<file path="src/rtl/fetch_ctrl_if.sv">
// -----------------------------------------------------------------------------
// fetch_ctrl_if
// Instruction-memory read bus between the fetch stage and instruction memory.
//   imem_req   fetch -> mem   read request (high while fetching)
//   imem_addr  fetch -> mem   read address (current fetch PC)
//   imem_rdy   mem -> fetch   imem_data valid this cycle
//   imem_data  mem -> fetch   instruction word read at imem_addr
// Modports: master = fetch stage, slave = instruction memory.
// -----------------------------------------------------------------------------
interface fetch_ctrl_if;
   logic        imem_req;
   logic [15:0] imem_addr;
   logic        imem_rdy;
   logic [15:0] imem_data;

   modport master (
      output imem_req,
      output imem_addr,
      input  imem_rdy,
      input  imem_data
   );

   modport slave (
      input  imem_req,
      input  imem_addr,
      output imem_rdy,
      output imem_data
   );
endinterface

</file>
<file path="src/rtl/fetch_ctrl.sv">
// -----------------------------------------------------------------------------
// fetch_ctrl
// Fetch stage plus IF/ID pipeline register. Owns the PC, reads instruction
// memory and latches the fetched word together with its PC+2 into IF/ID.
// Bubbles are injected on hazard NOP, memory wait, halt and redirect.
//
// Ports
//   clk                 clock, all state on rising edge
//   rst                 asynchronous active-high reset
//   imem                fetch_ctrl_if.master: imem_req/imem_addr out,
//                       imem_rdy/imem_data in
//   pc_stall_i          hold PC and IF/ID (hazard detection)
//   nop_i               load a bubble into IF/ID this cycle
//   redirect_i          taken branch/jump: load redirect_pc_i, squash IF/ID
//   redirect_pc_i[15:0] redirect target (bit0 is always cleared)
//   pc_o[15:0]          current fetch PC
//   if_id_instr_o[15:0] instruction handed to decode
//   if_id_pc_plus2_o    PC+2 of if_id_instr_o
//   if_id_valid_o       1 = real instruction, 0 = bubble
//   halted_o            HALT fetched, fetch stopped until redirect/reset
//   err_o               sticky misaligned-redirect flag
//
// Build option
//   FETCH_ALIGN_CHK_EN  when defined, a redirect with an odd target sets err_o
//                       (sticky until rst). Otherwise err_o is tied low.
// -----------------------------------------------------------------------------
module fetch_ctrl #(
   parameter logic [15:0] PC_RESET  = 16'h0000,
   parameter logic [15:0] NOP_INSTR = 16'h0800
) (
   input  logic               clk,
   input  logic               rst,
   fetch_ctrl_if.master       imem,
   input  logic               pc_stall_i,
   input  logic               nop_i,
   input  logic               redirect_i,
   input  logic [15:0]        redirect_pc_i,
   output logic [15:0]        pc_o,
   output logic [15:0]        if_id_instr_o,
   output logic [15:0]        if_id_pc_plus2_o,
   output logic               if_id_valid_o,
   output logic               halted_o,
   output logic               err_o
);

   typedef enum logic [1:0] {
      ST_RUN  = 2'd0,
      ST_WAIT = 2'd1,
      ST_HALT = 2'd2
   } state_t;

   state_t      state_q;
   logic [15:0] pc_q;
   logic [15:0] instr_q;
   logic [15:0] pc_plus2_q;
   logic        valid_q;
   logic        halted_q;
   logic        req_q;

   // Modulo-2^16 increment: 16'hFFFE wraps to 16'h0000 silently.
   logic [15:0] pc_plus2_d;
   assign pc_plus2_d = pc_q + 16'd2;

   // Opcode 5'b00000 is HALT.
   logic is_halt_d;
   assign is_halt_d = (imem.imem_data[15:11] == 5'b00000);

   // Branch targets are halfword aligned; bit0 is dropped on load.
   logic [15:0] redirect_aligned_d;
   assign redirect_aligned_d = {redirect_pc_i[15:1], 1'b0};

   always_ff @(posedge clk or posedge rst) begin
      if (rst) begin
         state_q    <= ST_RUN;
         pc_q       <= PC_RESET;
         instr_q    <= NOP_INSTR;
         pc_plus2_q <= 16'h0000;
         valid_q    <= 1'b0;
         halted_q   <= 1'b0;
         req_q      <= 1'b1;
      end else if (redirect_i) begin
         // Redirect wins over everything, including HALT and WAIT.
         pc_q     <= redirect_aligned_d;
         instr_q  <= NOP_INSTR;
         valid_q  <= 1'b0;
         state_q  <= ST_RUN;
         halted_q <= 1'b0;
         req_q    <= 1'b1;
      end else if (pc_stall_i) begin
         // Full freeze, unless hazard logic also asks for a bubble.
         if (nop_i) begin
            instr_q <= NOP_INSTR;
            valid_q <= 1'b0;
         end
      end else if (state_q == ST_HALT) begin
         instr_q <= NOP_INSTR;
         valid_q <= 1'b0;
      end else if (!imem.imem_rdy) begin
         // Address stays on the bus; no new request is issued.
         instr_q <= NOP_INSTR;
         valid_q <= 1'b0;
         state_q <= ST_WAIT;
      end else if (nop_i) begin
         // Word is consumed from memory but dropped.
         pc_q    <= pc_plus2_d;
         instr_q <= NOP_INSTR;
         valid_q <= 1'b0;
         state_q <= ST_RUN;
      end else begin
         pc_q       <= pc_plus2_d;
         instr_q    <= imem.imem_data;
         pc_plus2_q <= pc_plus2_d;
         valid_q    <= 1'b1;
         if (is_halt_d) begin
            state_q  <= ST_HALT;
            halted_q <= 1'b1;
            req_q    <= 1'b0;
         end else begin
            state_q <= ST_RUN;
         end
      end
   end

`ifdef FETCH_ALIGN_CHK_EN
   logic err_q;
   always_ff @(posedge clk or posedge rst) begin
      if (rst) begin
         err_q <= 1'b0;
      end else if (redirect_i && redirect_pc_i[0]) begin
         err_q <= 1'b1;
      end
   end
   assign err_o = err_q;
`else
   // Bit0 of the target is intentionally ignored in this build.
   logic unused_redirect_bit0;
   assign unused_redirect_bit0 = redirect_pc_i[0];
   assign err_o = 1'b0;
`endif

   assign imem.imem_req    = req_q;
   assign imem.imem_addr   = pc_q;
   assign pc_o             = pc_q;
   assign if_id_instr_o    = instr_q;
   assign if_id_pc_plus2_o = pc_plus2_q;
   assign if_id_valid_o    = valid_q;
   assign halted_o         = halted_q;

endmodule

</file>
<file path="src/flat_wrapper.sv">
// flat-port wrapper written by rule: the top's interface ports become plain ports
module fetch_ctrl_flat 
#(
   parameter logic [15:0] PC_RESET  = 16'h0000,
   parameter logic [15:0] NOP_INSTR = 16'h0800
)
  (clk, rst, pc_stall_i, nop_i, redirect_i, redirect_pc_i, pc_o, if_id_instr_o, if_id_pc_plus2_o, if_id_valid_o, halted_o, err_o, imem_imem_req, imem_imem_addr, imem_imem_rdy, imem_imem_data);
  fetch_ctrl_if imem_i ();
  input  logic clk;
  input  logic rst;
  input  logic pc_stall_i;
  input  logic nop_i;
  input  logic redirect_i;
  input  logic [15:0] redirect_pc_i;
  output logic [15:0] pc_o;
  output logic [15:0] if_id_instr_o;
  output logic [15:0] if_id_pc_plus2_o;
  output logic if_id_valid_o;
  output logic halted_o;
  output logic err_o;
  output wire logic [$bits(imem_i.imem_req)-1:0] imem_imem_req;
  output wire logic [$bits(imem_i.imem_addr)-1:0] imem_imem_addr;
  input wire logic [$bits(imem_i.imem_rdy)-1:0] imem_imem_rdy;
  input wire logic [$bits(imem_i.imem_data)-1:0] imem_imem_data;
  assign imem_imem_req = imem_i.imem_req;
  assign imem_imem_addr = imem_i.imem_addr;
  assign imem_i.imem_rdy = imem_imem_rdy;
  assign imem_i.imem_data = imem_imem_data;
  fetch_ctrl #(.PC_RESET(PC_RESET), .NOP_INSTR(NOP_INSTR)) u_core (.clk(clk), .rst(rst), .imem(imem_i), .pc_stall_i(pc_stall_i), .nop_i(nop_i), .redirect_i(redirect_i), .redirect_pc_i(redirect_pc_i), .pc_o(pc_o), .if_id_instr_o(if_id_instr_o), .if_id_pc_plus2_o(if_id_pc_plus2_o), .if_id_valid_o(if_id_valid_o), .halted_o(halted_o), .err_o(err_o));
endmodule
</file>
<file path="config.mk">
export PLATFORM = sky130hd
export DESIGN_NAME = fetch_ctrl_flat
export DESIGN_NICKNAME = d
export VERILOG_FILES = /design/src/rtl/fetch_ctrl_if.sv /design/src/rtl/fetch_ctrl.sv /design/src/flat_wrapper.sv
export SDC_FILE = /design/constraint.sdc
export NUM_CORES = 1
export LEC_CHECK = 0
export ABC_AREA = 1
export ABC_CLOCK_PERIOD_IN_PS = 1900
export BUFFER_PORTS_ARGS = -buffer_cell sky130_fd_sc_hd__buf_2
export CAP_MARGIN = 10
export CORE_MARGIN = 10
export CORE_UTILIZATION = 40
export CTS_CLUSTER_DIAMETER = 200
export DETAILED_ROUTE_END_ITERATION = 7
export PLACE_DENSITY = 0.68
export SYNTH_ARGS = -nofsm -noshare
export SYNTH_HDL_FRONTEND = slang
export SYNTH_SLANG_ARGS = --single-unit
export TNS_END_PERCENT = 1
</file>
<file path="constraint.sdc">
create_clock -name clk -period 1.9 [get_ports clk]
set_clock_uncertainty 0.15 [all_clocks]
set_input_delay 0.38 -clock clk [delete_from_list [all_inputs] [get_ports clk]]
set_output_delay 0.38 -clock clk [all_outputs]
set_load 0.03 [all_outputs]
</file>
==> impl_results.md <==
- Status: complete, no violations
- Crit-path max FO: 6
- TritonCTS clock tree: yes
- Most frequent cells in the layout: 174 x nand2_1, 100 x buf_2, 49 x dfrtp_1
- I/O pin cnt: 106
- Die span in x: 100.9 um
- Hold Startpoint: imem_imem_data[6]
- DRT Pass-1 Iters: 4
- Share of layout cells above drive strength 1: 29.00%
- Port-buffer cells: 100
- Area of the multi-input gates: 1036 sq um
- Die Y: 100.9 um
- Area leader, netlist: dfrtp_1
- Setup_tns: 0 ns
- Final wirelength: 6.936 mm
- GRT overflow: 0
- Drt first-iter violations: 60
- DR WL/cell: 13.47 um
- CTS Root Cell: clkbuf_8
- YS warnings: 0
- Worst skew pair latency: 0.30 ns
- Final setup fails: 0
- Via-per-instance ratio: 4.639
- Slowest library cell on the worst path: dfrtp_1
- CTS Sinks: 51
- RSZ-0062 raised after global routing: no
- Final Slew Violations: 0
- Htree depth: 2
- Largest cells by area after synthesis: dfrtp_1 47%, nand2_1 25%, buf_4 7.2%
- Maximum vdd drop: 0.0003888 V
- Highest cell delay on the worst timing path: 0.46 ns
- Pleak: 1.931 nW
- Tmin final: 1.698 ns
- RR Startpoint: u_core.imem.imem_addr[2]$_DFFE_PP0P_
- Type of the worst setup path: flip-flop to flip-flop
- Nature of the critical path endpoint: flip-flop
- Initial antenna violation count: 0
- Cell Area, Synth: 2619 sq um
- CTS Buffer Depth: 2
- Worst Hold Class: input pin to flip-flop
- All-layer global routing usage: 13.84%
- Gate Count Post-Synth: 344
- Syn Area/Cell: 7.613 sq um
- First-pass GRT wire length: 11.75 mm
- CTS buffer count: 5
- Crit path top cell by count: nand2_1
- Clk pin slew, worst setup/hold paths: 0.09 ns
- Area of the die: 10180 sq um
- CP startpoint: u_core.imem.imem_addr[2]$_DFFE_PP0P_
- Tcrit/Tclk final: 89.36%
- Largest net degree at the start of global routing: 26
- Post-layout net count: 476
- Antenna diodes: 0
- Vias: 2389
- Critical path arrival: 1.75 ns
- Core area: 6350 sq um
- DRC Markers: 0
- Starting density of the core: 41.24%
- Yosys top cell area share: 46.82%
- Vias in the first global route: 2527
- Fin. Hold Viols: 0
- Postcts setup bufs: 0
- WP buf/inv: 1
- CP top delay family: simple AND/OR/NAND/NOR gates
- GPL Wtd Cong: 0.7707
- Cell Rows: 29
- CP Launch Type: flip-flop
- Max-cap violations: 0
- Synth-to-layout area growth: 23.70%
- Hpwl dp: 5.532 mm
- Cell Pwr Density: 894.2 nW/um^2
- #FFs+latches synth: 51
- ANT nets after route: 0
- Post-synth cell types: 24
- F_max: 0.5890 GHz
- Commonest non-fill, non-tap cell in the layout: nand2_1
- Seq/Total Area, Yosys: 48.83%
- Non-filler cells, final: 515
- Data required, critical path: 1.95 ns
- CP Cell Sequence: ha_1 > nand3_1 > inv_1 > nand2_1 > nor2_1 > nand2_1 > nand3_1 > nand2_1
- Cell count after placement: 506
- Fill cells: 645
- Reg area: 1279 sq um
state kept, by name, summed over array words and instances (netlist names):
signal                   cells
u_core.state_q               2
u_core.if_id_instr_o        16
u_core.halted_o              1
u_core.imem.imem_req         1
u_core.if_id_valid_o         1
u_core.if_id_pc_plus2_o     15
u_core.imem.imem_addr       15
power breakdown:
| group | switching [mW] | internal, mW | total (mW) |
|---|---|---|---|
| registers | 0.100 | 1.20 | 1.30 |
| logic | 0.576 | 0.239 | 0.815 |
| clock network | 0.356 | 0.427 | 0.782 |
cells in the mapped netlist:
master	instances
o22ai_1	1
dfrtp_1	49
inv_2	2
nand3b_1	2
xnor2_1	4
nor3_1	1
buf_4	25
dfstp_2	2
nor2_1	15
buf_2	3
nor2_4	3
nor3_4	1
a21o_1	1
nand3_1	16
o21a_1	1
nand2_1	174
a21oi_1	2
inv_1	28
conb_1	1
xor2_1	3
mux2i_1	1
nand4_1	5
o21ai_0	3
ha_1	1
repair_timing:
item	4_1_cts	5_1_grt
hold buffers	1	0
resized for setup	0	0
endpoints found under the hold margin	15	0
final timing paths:
kind / slack (ns) / endpoint / depth (start not counted)
setup / recovery: 0.20 / u_core.if_id_pc_plus2_o[11]$_DFFE_PP0P_ / 8
hold / removal: 0.12 / u_core.if_id_instr_o[6]$_DFFE_PP0P_ / 3
setup reg to reg: 0.20 / u_core.if_id_pc_plus2_o[11]$_DFFE_PP0P_ / 8
hold reg to reg: 0.33 / u_core.if_id_valid_o$_DFFE_PP0P_ / 2
max in group asynchronous: 0.65 / u_core.imem.imem_addr[7]$_DFFE_PP0P_ / 4
min in group asynchronous: 0.47 / u_core.if_id_instr_o[9]$_DFFE_PP0P_ / 3
logic make-up after synthesis:
logic type / count (synthesis) / share of synthesized area [%]
other cells: 1 / 0.1432
compound gates: 8 / 1.768
flops: 51 / 48.83
fa+ha+maj: 1 / 0.4777
mux: 1 / 0.3822
simple gates: 217 / 34.02
buf+inv: 58 / 12.04
xor+xnor: 7 / 2.341
cell type report:
| cell class | count | share of cell area [%] |
|---|---|---|
| Inverter | 30 | 3.476 |
| Tap cell | 77 | 2.974 |
| Timing Repair Buffer | 111 | 18.46 |
| Sequential cell | 51 | 39.47 |
| Clock buffer | 6 | 2.549 |
| Clock inverter | 2 | 1.081 |
| Multi-Input combinational cell | 238 | 31.98 |
metrics by stage:
step / instance area, sq um / setup WS [ns] / hold WS, ns / total power [mW] / util (%)
final: 3239 / 0.2022 / 0.1151 / 2.897 / 51.01
after global routing: 3239 / 0.02164 / 0.1228 / 3.069 / 51.01
after CTS: 3239 / 0.2082 / 0.1111 / 2.938 / 51.01
after detailed placement: 3112 / 0.2024 / 0.2555 / 2.148 / 49.00
after global placement: 3112 / 0.2221 / 0.2566 / 2.139 / 49.00
after floorplan: 2630 / 0.1438 / 0.3138 / 1.916 / -
worst register-to-register path, stage by stage (launching register included):
cell and delay [ns]:
dfrtp_1 0.46, ha_1 0.23, nand3_1 0.17, inv_1 0.16, nand2_1 0.11, nor2_1 0.12, nand2_1 0.07, nand3_1 0.08
nand2_1 0.05
layer usage:
layer | track usage (%) | part of all wire [%] | vias to the layer above
met5 | 0 | 0 | -
met4 | 2.251 | 0.85 | 0
met3 | 5.693 | 9.9 | 7
met2 | 24.62 | 47 | 87
met1 | 15.25 | 42 | 1086
li1 | - | - | 1209
No activity file was read; power rests on OpenSTA's default activity.
